===== src/rtl/bcd_pkg.sv =====
// Shared BCD conversion constants and the converter state encoding,
// used by both the BCD-to-binary and binary-to-BCD converters.
package bcd_pkg;

  typedef enum logic {
    IDLE    = 1'b0,
    CONVERT = 1'b1
  } state_t;

  localparam logic [3:0] BCD_DIGIT_MAX = 4'd9;
  localparam logic [3:0] ADJUST_THRESH = 4'd8;
  localparam logic [3:0] ADJUST_SUB    = 4'd3;

endpackage


===== src/rtl/bcd_digit_unadjust.sv =====
// One reverse-double-dabble correction: a shifted BCD nibble that reads 8 or
// more has absorbed a carry from the digit above, so 3 is taken back off.
module bcd_digit_unadjust
  import bcd_pkg::*;
(
  input  logic [3:0] digit,
  output logic [3:0] adjusted
);

  assign adjusted = (digit >= ADJUST_THRESH) ? (digit - ADJUST_SUB) : digit;

endmodule


===== src/rtl/bcd_to_bin.sv =====
// Sequential packed-BCD to binary converter: one reverse-double-dabble step
// per clock, 4*DIGITS steps per conversion, with overflow and invalid flags.
module bcd_to_bin
  import bcd_pkg::*;
#(
  parameter int DIGITS = 5,
  parameter int WIDTH  = 16
) (
  input  logic                clk,
  input  logic                reset,
  input  logic                load,
  input  logic [4*DIGITS-1:0] bcd,
  output logic [WIDTH-1:0]    number,
  output logic                ready,
  output logic                overflow,
  output logic                invalid
);

  localparam int BW = 4 * DIGITS;
  localparam int CW = $clog2(BW + 1);
  localparam logic [CW-1:0] LAST_STEP = CW'(BW - 1);

  state_t         state;
  state_t         state_d;
  logic [BW-1:0]  bcd_q;
  logic [BW-1:0]  acc_q;
  logic [BW-1:0]  bcd_shift;
  logic [BW-1:0]  bcd_step;
  logic [BW-1:0]  acc_step;
  logic [CW-1:0]  cnt_q;
  logic           inv_q;
  logic           bad_digit;
  logic           start;
  logic           step;
  logic           done;
  logic [WIDTH-1:0] acc_fit;
  logic           acc_ovf;

  // Handshake: ready=1 means the result outputs are valid and a load on this
  // edge is accepted; ready=0 means busy, load is ignored and bcd unsampled.
  assign ready = (state == IDLE);

  // {bcd_q, acc_q} shifted right by one as a single 2*BW-bit register.
  assign bcd_shift = {1'b0, bcd_q[BW-1:1]};
  assign acc_step  = {bcd_q[0], acc_q[BW-1:1]};

  for (genvar d = 0; d < DIGITS; d++) begin : g_digit
    bcd_digit_unadjust u_unadjust (
      .digit    (bcd_shift[4*d +: 4]),
      .adjusted (bcd_step[4*d +: 4])
    );
  end

  always_comb begin
    bad_digit = 1'b0;
    for (int d = 0; d < DIGITS; d++) begin
      if (bcd[4*d +: 4] > BCD_DIGIT_MAX) bad_digit = 1'b1;
    end
  end

  if (WIDTH > BW) begin : g_wide
    assign acc_fit = {{(WIDTH - BW){1'b0}}, acc_step};
    assign acc_ovf = 1'b0;
  end else if (WIDTH == BW) begin : g_equal
    assign acc_fit = acc_step;
    assign acc_ovf = 1'b0;
  end else begin : g_narrow
    assign acc_fit = acc_step[WIDTH-1:0];
    assign acc_ovf = |acc_step[BW-1:WIDTH];
  end

  always_comb begin
    state_d = state;
    start   = 1'b0;
    step    = 1'b0;
    done    = 1'b0;
    case (state)
      IDLE: begin
        if (load) begin
          start   = 1'b1;
          state_d = CONVERT;
        end
      end
      CONVERT: begin
        step = 1'b1;
        if (cnt_q == LAST_STEP) begin
          done    = 1'b1;
          state_d = IDLE;
        end
      end
      default: state_d = IDLE;
    endcase
  end

  always_ff @(posedge clk) begin
    if (reset) state <= IDLE;
    else       state <= state_d;
  end

  always_ff @(posedge clk) begin
    if (reset) begin
      bcd_q    <= '0;
      acc_q    <= '0;
      cnt_q    <= '0;
      inv_q    <= 1'b0;
      number   <= '0;
      overflow <= 1'b0;
      invalid  <= 1'b0;
    end else if (start) begin
      bcd_q <= bcd;
      acc_q <= '0;
      cnt_q <= '0;
      inv_q <= bad_digit;
    end else if (step) begin
      bcd_q <= bcd_step;
      acc_q <= acc_step;
      cnt_q <= done ? '0 : cnt_q + CW'(1);
      if (done) begin
        invalid <= inv_q;
        if (inv_q) begin
          number   <= '0;
          overflow <= 1'b0;
        end else if (acc_ovf) begin
          number   <= '1;
          overflow <= 1'b1;
        end else begin
          number   <= acc_fit;
          overflow <= 1'b0;
        end
      end
    end
  end

endmodule


===== config.mk =====
export PLATFORM = sky130hd
export DESIGN_NAME = bcd_to_bin
export DESIGN_NICKNAME = d
export VERILOG_FILES = /design/src/rtl/bcd_pkg.sv /design/src/rtl/bcd_digit_unadjust.sv /design/src/rtl/bcd_to_bin.sv
export SDC_FILE = /design/constraint.sdc
export NUM_CORES = 1
export LEC_CHECK = 0
export ABC_AREA = 1
export CAP_MARGIN = 20
export CORE_ASPECT_RATIO = 0.5
export CORE_UTILIZATION = 40
export CTS_BUF_LIST = sky130_fd_sc_hd__clkbuf_8
export DETAILED_ROUTE_END_ITERATION = 10
export GPL_ROUTABILITY_DRIVEN = 0
export MAX_ROUTING_LAYER = met4
export SYNTH_ARGS = -nofsm -noshare
export SYNTH_HDL_FRONTEND = slang
export SYNTH_HIERARCHICAL = 1
export SYNTH_SLANG_ARGS = --single-unit

===== constraint.sdc =====
create_clock -name clk -period 1.85 [get_ports clk]
set_input_delay 0.185 -clock clk [delete_from_list [all_inputs] [get_ports clk]]
set_output_delay 0.185 -clock clk [all_outputs]
set_load 0.02 [all_outputs]

==> results.cfg <==
[outcome]
status = complete, no violations

[timing]
maxSlewViolCount = 0
post-route-min-period_ns = 1.71
hold_viol = 0
skew_ns = 0.0111
rsz0062_at_grt = false
post-route-period-util_pct = 92.5
fmax_ghz = 0.585
finalSetupTns_ns = 0
setup_viol = 0

[floorplanning]
rows = 22
die_y_um = 66.1
io_pins = 42
die-area_um2 = 8610
die_w_um = 130
start_util_pct = 43.1
fp.coreArea_um2 = 7620

[grt]
grt_pass1_vias = 2683
track_usage_pct = 18.2
globalRoute.totalOverflow = 0
grt_pass1_wl_um = 11700
antenna_found_initial = 0
grt_max_degree = 64

[cts]
path_clk_slew_ns = 0.08
cts_resized = 0
clock_path_buffers = 2
postCtsSetupRepairBufs = 0
htreeDepth = 3
cts-root-buf = clkbuf_8
clock_latency_ns = 0.35
cts_buffers = 9
cts_num_sinks = 64
cts_tree = built
cts_hold_buffers = 0

[synthesis]
synth_warnings = 6
synth_seq_cells = 64
synth.cell_area_um2 = 3290
yosysUniqueCellTypes = 24
avgSynthCellArea_um2 = 6.39
syn_inst = 514
synth_ff_type = dfxtp_1
async_flop_share_pct = 0
ys_seq_area_share_pct = 39.0
synth-edff-count = 0

[routing]
initialDrtViolationCount = 131
drt-vias-per-instance = 4.40
num_vias = 2958
firstDrtPassIters = 4
antenna_left = 0
wire_per_inst_um = 10.1
drc = 0
routed_wl_um = 6790

[power]
powerDensity_nw_per_um2 = 745
ir_drop_v = 0.000351
p_leak_nw = 1.95

[setup_path]
critPathKind = flop to primary output
startpoint_type = flop
cp-end-kind = primary output
crit_arrival_ns = 1.53
reg2reg_slack_ns = 0.47
crit_path_max_fanout = 8
required_ns = 1.66

[layout]
drive_above_1_share_pct = 5.85
syn_to_final_growth_pct = 22.8
layout_common_cells = 159 x nand2_1, 78 x inv_1, 74 x nor2_1
final.fill_count = 840
final_common_cell = nand2_1
diodes = 0
final_nets = 593
finalNonFillerCells = 672

[min_path]
hold_path.class = flop to flop

[place]
post-place-cells = 656
io_buffers = 41
hpwlAfterDp_um = 4630

[job]
drv_cap = 0
[final timing paths]
check	from	endpoint	cells past startpoint
max	state	ready	2
min	invalid	invalid	2
max reg2reg	cnt_q[0]	number[2]	9
min reg2reg	invalid	invalid	2
[sequential cells by signal, summed over array words and instances, names as in the netlist]
name,cells
overflow,1
number,16
inv_q,1
acc_q,19
bcd_q,20
state,1
invalid,1
cnt_q,5
[cell families (layout without fill, tap and decap cells)]
family          count (synthesis)  after routing  synth area share [%]
compound gates                 47             47                  7.54
xor+xnor                        8              8                  2.13
fa+ha+maj                      11             11                  4.19
buf+inv                       103            148                  12.7
flops                          64             64                  39.0
other cells                     1              6                 0.114
simple gates                  280            280                  34.3
[synth_stat cells (2+ instances only)]
cell type	count	area, um^2
nor2_2	2	12.5
a21boi_1	5	37.5
ha_1	11	138
nand2_1	159	597
inv_2	3	11.3
nand4_1	3	18.8
dfxtp_1	64	1280
nor2_1	74	278
a21oi_1	23	115
buf_2	10	50.1
o21ai_1	5	25.0
xor2_1	8	70.1
o21ai_0	14	70.1
inv_1	77	289
nand3_1	39	195
buf_6	2	22.5
clkbuf_1	8	30.0
[where the power goes]
group          internal, mW  switching [mW]
clock network         0.651           0.547
logic                 0.147           0.204
registers              1.41          0.0430
total                  2.21           0.794
[metrics by stage]
step	power [mW]	worst slack [ns]	area [um^2]	hold slack (ns)	util, %
2_1_floorplan	1.71	0.567	3310	0.257	-
3_3_place_gp	1.84	0.377	3840	0.436	50.3
3_5_place_dp	1.84	0.365	3840	0.443	50.3
4_1_cts	3.05	0.118	4040	0.456	52.9
5_1_grt	3.17	0.0560	4040	0.480	52.9
6_report	3.01	0.139	4040	0.450	52.9
[layout make-up]
| class | count | area, um^2 | area share (%) |
|---|---|---|---|
| clock buffer | 10 | 138 | 3.41 |
| clock inverter | 6 | 60.1 | 1.49 |
| inverter | 81 | 304 | 7.53 |
| multi-input combinational | 352 | 1610 | 39.8 |
| sequential | 64 | 1280 | 31.8 |
| tap | 108 | 135 | 3.35 |
| timing repair buffer | 51 | 510 | 12.6 |
[metal layers]
| metal | routed length [um] | vias to the layer above | global-route usage (%) |
|---|---|---|---|
| li1 | - | 1627 | - |
| met3 | 242 | 5 | 6.15 |
| met1 | 3430 | 1284 | 21.1 |
| met5 | 0 | - | - |
| met2 | 3080 | 42 | 30.2 |
| met4 | 44 | 0 | 5.23 |
[critical path: stages (launching register included)]
cell             delay [ns]
dfxtp_2                0.36
clkinv_1               0.22
clkdlybuf4s50_1        0.61
(Power assumes the default switching activity.)
